File: src/rtl/jstk_spi_responder_pkg.sv
// jstk_pkg: shared FSM states, frame constants and tx word packing for the joystick responder
package jstk_pkg;
  typedef enum logic [1:0] {IDLE, XFER, HOLD} state_t;
  localparam int FRAME_BITS = 40;
  localparam logic [5:0] LED_CMD_PREFIX = 6'b100000;
  function automatic logic [FRAME_BITS-1:0] pack_tx(input logic [9:0] x, input logic [9:0] y, input logic [2:0] b);
    return {x[7:0], 6'b0, x[9:8], y[7:0], 6'b0, y[9:8], 5'b0, b};
  endfunction
endpackage

File: src/rtl/jstk_spi_responder_if.sv
// jstk_spi_responder_if: SPI pins between the joystick master and this responder
interface jstk_spi_responder_if;
  logic sclk;
  logic ss_n;
  logic mosi;
  logic miso;
  logic miso_oe;
  modport master (output sclk, ss_n, mosi, input miso, miso_oe);
  modport slave (input sclk, ss_n, mosi, output miso, miso_oe);
endinterface

File: src/rtl/jstk_spi_responder_sync_edge.sv
// sync_edge: multi-flop synchronizer with registered level and single-cycle rise/fall strobes
module sync_edge #(
  parameter int STAGES = 2
) (
  input  logic clk,
  input  logic rst,
  input  logic d,
  output logic level,
  output logic rise,
  output logic fall
);
  logic [STAGES-1:0] chain;
  // clearing to 0 means a low ss_n after reset never yields a fall strobe
  always_ff @(posedge clk) begin
    if (rst) begin
      chain <= '0;
      level <= 1'b0;
      rise <= 1'b0;
      fall <= 1'b0;
    end else begin
      chain <= {chain[STAGES-2:0], d};
      level <= chain[STAGES-1];
      rise <= chain[STAGES-1] & ~level;
      fall <= ~chain[STAGES-1] & level;
    end
  end
endmodule

File: src/rtl/jstk_spi_responder.sv
// jstk_spi_responder: mode-0 SPI slave emulating the PmodJSTK position/button/LED link
module jstk_spi_responder
  import jstk_pkg::*;
#(
  parameter int SYNC_STAGES = 2,
  parameter int NUM_BYTES = 5
) (
  input  logic                       clk,
  input  logic                       rst,
  jstk_spi_responder_if.slave        spi,
  input  logic [9:0]                 x_pos,
  input  logic [9:0]                 y_pos,
  input  logic [2:0]                 btn,
  output logic [1:0]                 led,
  output logic                       frame_done,
  output logic                       frame_err
);
  localparam int NBITS = 8 * NUM_BYTES;
  localparam int CW = $clog2(NBITS + 1);
  logic sclk_rise, sclk_fall, ss_rise, ss_fall, mosi_s;
  logic [3:0] unused;
  state_t state;
  logic [FRAME_BITS-1:0] tx_shift;
  logic [7:0] byte0, byte_nx;
  logic [CW-1:0] bit_cnt, cnt_nx;
  logic done_nx;
  sync_edge #(.STAGES(SYNC_STAGES)) u_sclk (
    .clk(clk), .rst(rst), .d(spi.sclk), .level(unused[0]), .rise(sclk_rise), .fall(sclk_fall)
  );
  sync_edge #(.STAGES(SYNC_STAGES)) u_ss (
    .clk(clk), .rst(rst), .d(spi.ss_n), .level(unused[1]), .rise(ss_rise), .fall(ss_fall)
  );
  sync_edge #(.STAGES(SYNC_STAGES)) u_mosi (
    .clk(clk), .rst(rst), .d(spi.mosi), .level(mosi_s), .rise(unused[2]), .fall(unused[3])
  );
  // only the command byte matters, so capture just the first eight received bits
  always_comb begin
    cnt_nx = bit_cnt + CW'(sclk_rise);
    byte_nx = (sclk_rise && bit_cnt < CW'(8)) ? {byte0[6:0], mosi_s} : byte0;
    done_nx = cnt_nx == CW'(NBITS);
  end
  always_ff @(posedge clk) begin
    if (rst) begin
      state <= IDLE;
      tx_shift <= '0;
      byte0 <= '0;
      bit_cnt <= '0;
      spi.miso <= 1'b0;
      spi.miso_oe <= 1'b0;
      led <= 2'b00;
      frame_done <= 1'b0;
      frame_err <= 1'b0;
    end else begin
      frame_done <= 1'b0;
      frame_err <= 1'b0;
      case (state)
        IDLE: if (ss_fall) begin
          tx_shift <= pack_tx(x_pos, y_pos, btn);
          spi.miso <= x_pos[7];
          spi.miso_oe <= 1'b1;
          bit_cnt <= '0;
          byte0 <= '0;
          state <= XFER;
        end
        XFER: if (ss_rise) begin
          frame_done <= done_nx;
          frame_err <= ~done_nx;
          if (done_nx && byte_nx[7:2] == LED_CMD_PREFIX) led <= byte_nx[1:0];
          spi.miso <= 1'b0;
          spi.miso_oe <= 1'b0;
          state <= IDLE;
        end else if (sclk_rise) begin
          bit_cnt <= cnt_nx;
          byte0 <= byte_nx;
          if (done_nx) begin
            spi.miso <= 1'b0;
            state <= HOLD;
          end
        end else if (sclk_fall && bit_cnt != '0) begin
          // the first bit stays on miso until the master has sampled it
          tx_shift <= {tx_shift[FRAME_BITS-2:0], 1'b0};
          spi.miso <= tx_shift[FRAME_BITS-2];
        end
        HOLD: if (ss_rise) begin
          frame_done <= 1'b1;
          if (byte0[7:2] == LED_CMD_PREFIX) led <= byte0[1:0];
          spi.miso_oe <= 1'b0;
          state <= IDLE;
        end
        default: state <= IDLE;
      endcase
    end
  end
endmodule

File: src/flat_wrapper.sv
// flat-port wrapper written by rule: the top's interface ports become plain ports
module jstk_spi_responder_flat import jstk_pkg::*;
#(
  parameter int SYNC_STAGES = 2,
  parameter int NUM_BYTES = 5
)
  (clk, rst, x_pos, y_pos, btn, led, frame_done, frame_err, spi_sclk, spi_ss_n, spi_mosi, spi_miso, spi_miso_oe);
  jstk_spi_responder_if spi_i ();
  input  logic clk;
  input  logic rst;
  input  logic [9:0] x_pos;
  input  logic [9:0] y_pos;
  input  logic [2:0] btn;
  output logic [1:0] led;
  output logic frame_done;
  output logic frame_err;
  input wire logic [$bits(spi_i.sclk)-1:0] spi_sclk;
  input wire logic [$bits(spi_i.ss_n)-1:0] spi_ss_n;
  input wire logic [$bits(spi_i.mosi)-1:0] spi_mosi;
  output wire logic [$bits(spi_i.miso)-1:0] spi_miso;
  output wire logic [$bits(spi_i.miso_oe)-1:0] spi_miso_oe;
  assign spi_i.sclk = spi_sclk;
  assign spi_i.ss_n = spi_ss_n;
  assign spi_i.mosi = spi_mosi;
  assign spi_miso = spi_i.miso;
  assign spi_miso_oe = spi_i.miso_oe;
  jstk_spi_responder #(.SYNC_STAGES(SYNC_STAGES), .NUM_BYTES(NUM_BYTES)) u_core (.clk(clk), .rst(rst), .spi(spi_i), .x_pos(x_pos), .y_pos(y_pos), .btn(btn), .led(led), .frame_done(frame_done), .frame_err(frame_err));
endmodule
File: config.mk
export PLATFORM = sky130hd
export DESIGN_NAME = jstk_spi_responder_flat
export DESIGN_NICKNAME = d
export VERILOG_FILES = /design/src/rtl/jstk_spi_responder_pkg.sv /design/src/rtl/jstk_spi_responder_if.sv /design/src/rtl/jstk_spi_responder_sync_edge.sv /design/src/rtl/jstk_spi_responder.sv /design/src/flat_wrapper.sv
export SDC_FILE = /design/constraint.sdc
export NUM_CORES = 1
export LEC_CHECK = 0
export ABC_CLOCK_PERIOD_IN_PS = 3080
export BUFFER_PORTS_ARGS = -buffer_cell sky130_fd_sc_hd__buf_2
export CAP_MARGIN = 20
export CORE_MARGIN = 1.5
export CORE_UTILIZATION = 58
export DETAILED_ROUTE_END_ITERATION = 10
export PLACE_DENSITY = 0.79
export SYNTH_ARGS = -nofsm -noshare
export SYNTH_HDL_FRONTEND = slang
export SYNTH_SLANG_ARGS = --single-unit
File: constraint.sdc
create_clock -name clk -period 3.08 [get_ports clk]
set_clock_uncertainty 0.2 [all_clocks]
set_input_delay 0.616 -clock clk [delete_from_list [all_inputs] [get_ports clk]]
set_output_delay 0.616 -clock clk [all_outputs]
set_load 0.02 [all_outputs]
; ---- Word-level counts from Yosys, hierarchy flattened
; Cells that the tools add are included.
[word_totals]
wordCells = 104
regBits = 74
input_bits = 28
[op_classes]
n_bitwise = 11
add_sub_neg = 1
eq_ne = 19
magnitude_cmp = 1
reduce_logical = 16
n_mux = 37
[op_table]
columns = cell, n
row1 = 39-bit two-way mux, 4
row2 = 39-bit one-hot mux with 2 select lines, 1
row3 = 8-bit two-way mux, 4
row4 = "6-bit equality test, second input constant", 3
row5 = 2-bit two-way mux, 9
row6 = 6-bit two-way mux, 3
row7 = 8-bit one-hot mux with 2 select lines, 1
row8 = "2-bit inequality test, second input constant", 6
row9 = 6-bit one-hot mux with 2 select lines, 1
row10 = 4-bit AND reduction, 3
row11 = 5-bit AND reduction, 2
row12 = 1-bit two-way mux, 9
row13 = "2-bit by 1-bit inequality test with 1-bit output, second input constant", 4
row14 = "4-bit by 3-bit inequality test with 1-bit output, second input constant", 2
row15 = 1-bit NOT, 7
row16 = 6-bit by 1-bit adder with 6-bit output, 1
row17 = "6-bit by 4-bit < comparator with 1-bit output, second input constant", 1
row18 = 1-bit one-hot mux with 2 select lines, 3
row19 = 2-bit one-hot mux with 3 select lines, 1
row20 = 2-bit nonzero test, 3
row21 = 6-bit nonzero test, 1
row22 = 1-bit AND, 4
row23 = 2-bit one-hot mux with 2 select lines, 1
row24 = 1-bit logical AND, 3
row25 = other kinds (8), 8

; ---- Depth between registers and ports, before layout
[depth]
depth_word = 8
mapped_depth = 9
ltp_nobuf = 7

; ---- Modules after synthesis
; From an unflattened synthesis, not the netlist that was laid out.
[unflattened]
cells_unflattened = 351
hier_area_um2 = 3220.6
[modules_own_cells]
columns = mod, cells_each, instances, area_per_inst_um2
row1 = jstk_spi_responder, 321, 1, 2819.0
row2 = sync_edge, 10, 3, 133.9

; ---- Worst setup path before layout
; OpenSTA, ideal clock, no wires.
[synth_path]
path_kind = register to register
from = register u_core.u_sclk.rise
to = register u_core.spi.miso
t_arrival_ps = 1921
period_less_slack_ps = 2233
stages_incl_launch_ff = 8
n_path_buf = 0
setup_slack_ps = 847
setup_ps = 112
path_cell_list = dfxtp_1 > ha_1 > ha_1 > nor3b_1 > nand2b_1 > o21ai_2 > a2111oi_0 > a2111oi_1
[synth_via]
elab_chain_cells = 4
word_cells_on_any_way = 8
cone_classes = add/sub: 1 / eq/ne: 3 / mux: 3 / reduce/logical: 1
[synth_rtl]
columns = item, line_no
row1 = from (decl), jstk_spi_responder_sync_edge.sv:9  ; output logic rise,
row2 = from (signal assigned), jstk_spi_responder_sync_edge.sv:23  ; rise <= chain[STAGES-1] & ~level;
row3 = 6-bit by 1-bit adder with 6-bit output, jstk_spi_responder.sv:38  ; cnt_nx = bit_cnt + CW'(sclk_rise);
row4 = 6-bit equality test, jstk_spi_responder.sv:40  ; done_nx = cnt_nx == CW'(NBITS);
row5 = 4-bit by 3-bit inequality test with 1-bit output (no line), -
row6 = 4-bit AND reduction (no line), -
row7 = to (signal assigned), jstk_spi_responder.sv:59  ; spi.miso <= x_pos[7];
row8 = to (signal assigned), jstk_spi_responder.sv:82  ; spi.miso <= tx_shift[FRAME_BITS-2];
row9 = to (decl), jstk_spi_responder_if.sv:9  ; modport slave (input sclk, ss_n, mosi, output miso, miso_oe);
; Parallel ways exist; a longest one is shown, timed or not.
; A chain may end at the register's enable or synchronous reset.

; ---- Worst setup path after layout
; Same ends and word-level chain as after synthesis.

==> impl_metrics.json <==
{
  "outcome": "complete, no violations",
  "hp-class": "flip-flop to flip-flop",
  "hpwl_um": 4020,
  "cp.depth": 7,
  "cap_viol_max_count": 0,
  "wl_um": 6020,
  "grt_usage_pct": 21.9,
  "layout_common_cells": "74 x dfxtp_1, 40 x nor2_1, 33 x nand2_1, 33 x buf_2",
  "hold_viol_final": 0,
  "ios": 34,
  "syn_area_um2": 3140,
  "pre_cts_ws_ps": 533,
  "synth_area_per_cell_um2": 8.98,
  "critPathKind": "flip-flop to flip-flop",
  "crit_path_frequent_cell": "ha_1",
  "gr-usage-met2_pct": 33.8,
  "post-place-cells": 434,
  "yosys.area.top_type_share_pct": 47.2,
  "setup_viol": 0,
  "drtAntennaViolNets": 0,
  "dr_total_vias": 2532,
  "antenna_cells": 0,
  "grt_antenna_before_repair": 0,
  "yosysTopAreaCell": "dfxtp_1",
  "cpPeakStageDelay_ps": 480,
  "slew_violations": 0,
  "grt.met3_usage_pct": 4.55,
  "syn_to_final_growth_pct": 12.5,
  "synth_fp_nets": 382,
  "cts-root-buf": "clkbuf_8",
  "clock_sinks": 74,
  "grt_pass1_wl_um": 10300,
  "synthTopCellsByArea": "dfxtp_1 47%, mux2i_1 8.3%, a211oi_1 6.2%",
  "gr-usage-met1_pct": 28.6,
  "power_density_nw_per_um2": 608,
  "viasPerCell": 5.64,
  "grt_max_degree": 60,
  "rows": 26,
  "cp.buffers_inverters": 0,
  "synth-edff-count": 0,
  "cts_tree": "done",
  "post_cts_buffers": 0,
  "io_buffers": 33,
  "dieWidth_um": 76.5,
  "clock_latency_ps": 340,
  "layoutNonFillerInstCount": 449,
  "cp_slowest_cell": "dfxtp_1",
  "cts_hold_buf": 0,
  "crit_arrival_ps": 2590,
  "setup_ws_ps": 523,
  "core-area_um2": 5170,
  "setup-tns-final_ps": 0,
  "drc_errors": 0,
  "synth_cell_type_count": 42,
  "clkTransAtPathRegs_ps": 70,
  "slew_headroom_pct": 59.2,
  "wl_per_cell_um": 13.4,
  "yosysWarnings": 0,
  "start_util_pct": 60.6,
  "fin_crit_sh_pct": 83.0,
  "ctsResizeCount": 0,
  "crit_path_start_kind": "flip-flop",
  "p_leak_nw": 1.25,
  "fmax_mhz": 391,
  "grt_pass1_vias": 2296,
  "cts_buffers": 9,
  "ir_worst_vdd_mv": 0.358,
  "worst_pin_slew_ps": 595,
  "rsz0062_at_grt": "no",
  "final_layout_size_suffix_gt1_share_pct": 16.1,
  "final_common_cell": "dfxtp_1",
  "nets": 408,
  "cts_max_path_buffers": 2,
  "gr-max-usage-layer": "met2",
  "critPathTopFamily": "compound AO/OA/AOI/OAI gates",
  "ys_seq_area_share_pct": 47.2,
  "path_max_fanout": 9,
  "synth-main-ff-cell": "dfxtp_1",
  "dr.pass1.iters": 5,
  "worstPathRequired_ps": 3110,
  "dieArea_um2": 5860,
  "period_minus_slack_ps": 2560,
  "gp_congestion": 0.808,
  "cp_cell_sequence": "ha_1 > ha_1 > nor3b_1 > nand2b_1 > o21ai_2 > a2111oi_0 > a2111oi_1",
  "die_y_um": 76.5,
  "async_reset_ff_share_pct": 0,
  "gr-total-overflow": 0,
  "h-tree-depth": 3,
  "yosys_register_bits": 74,
  "drt_first_iter_violations": 147,
  "min_path_cells": 1,
  "ff2ff_path_depth": 7,
  "synthCells": 349,
  "end_kind": "flip-flop"
}
[per-stage QoR]
stage	util (%)	power, W	area, um2	hold WS, ps
2_1_floorplan	-	0.00136	3140	183
3_3_place_gp	64.6	0.00144	3340	188
3_5_place_dp	64.6	0.00145	3340	200
4_1_cts	68.2	0.00217	3530	211
5_1_grt	68.2	0.00225	3530	231
6_report	68.2	0.00215	3530	211
[synthesized netlist by cell type, types with 2 or more instances]
library cell / number
a21oi_2: 2
a22oi_1: 8
a21oi_1: 27
mux2i_1: 26
nor3b_1: 5
nand2b_1: 4
buf_1: 3
or3b_1: 2
nand2_1: 33
nor3_1: 2
inv_1: 5
nor2_1: 40
nor2b_1: 14
dfxtp_1: 74
nor4b_1: 2
a211oi_1: 26
nand3_1: 19
a21o_1: 2
o21ai_0: 3
ha_1: 5
or3_1: 4
buf_2: 6
clkbuf_1: 13
a31oi_1: 6
[cell type report]
| cell class | count | area, um2 |
|---|---|---|
| fill | 421 | 1650 |
| multi-input combinational | 248 | 1560 |
| sequential | 74 | 1480 |
| timing repair buffer | 37 | 195 |
| clock buffer | 12 | 145 |
| tap | 70 | 87.6 |
| clock inverter | 3 | 40.0 |
| inverter | 5 | 18.8 |
[path summary, 6_finish.rpt]
check / startpoint / end / slack, ps
worst max-delay path: u_core.u_sclk.rise$_SDFF_PP0_ / u_core.spi.miso$_SDFFE_PP0P_ / 520
worst min-delay path: u_core.u_sclk.level$_SDFF_PP0_ / u_core.u_sclk.rise$_SDFF_PP0_ / 210
worst max register to register: u_core.u_sclk.rise$_SDFF_PP0_ / u_core.spi.miso$_SDFFE_PP0P_ / 520
worst min register to register: u_core.u_sclk.level$_SDFF_PP0_ / u_core.u_sclk.rise$_SDFF_PP0_ / 210
[cell families after synthesis]
group / Yosys count / synth area share, %
AOI/OAI and AO/OA: 82 / 17.4
and+or+nand+nor: 135 / 21.5
buffers and inverters: 27 / 3.47
muxes: 26 / 8.30
DFF: 74 / 47.2
adders and majority gates: 5 / 2.00
[sequential cells by signal, summed over array words and instances, names as in the netlist, 2 cells and up]
name,flops
u_core.tx_shift,39
u_core.byte0,8
u_core.bit_cnt,6
u_core.led,2
u_core.state,2
u_core.u_mosi.chain,2
u_core.u_sclk.chain,2
u_core.u_ss.chain,2
[report_power, final]
part / internal [W] / total, W / switching, W
registers: 0.00100 / 0.00103 / 0.0000277
clock network: 0.000390 / 0.000716 / 0.000327
logic: 0.000158 / 0.000398 / 0.000240
total: 0.00155 / 0.00215 / 0.000594
[metal layers]
layer,up-vias,routed length (um)
met5,-,0
met2,37,2790
met3,11,206
met4,0,119
li1,1309,-
met1,1175,2910
(Power assumes the default switching activity.)
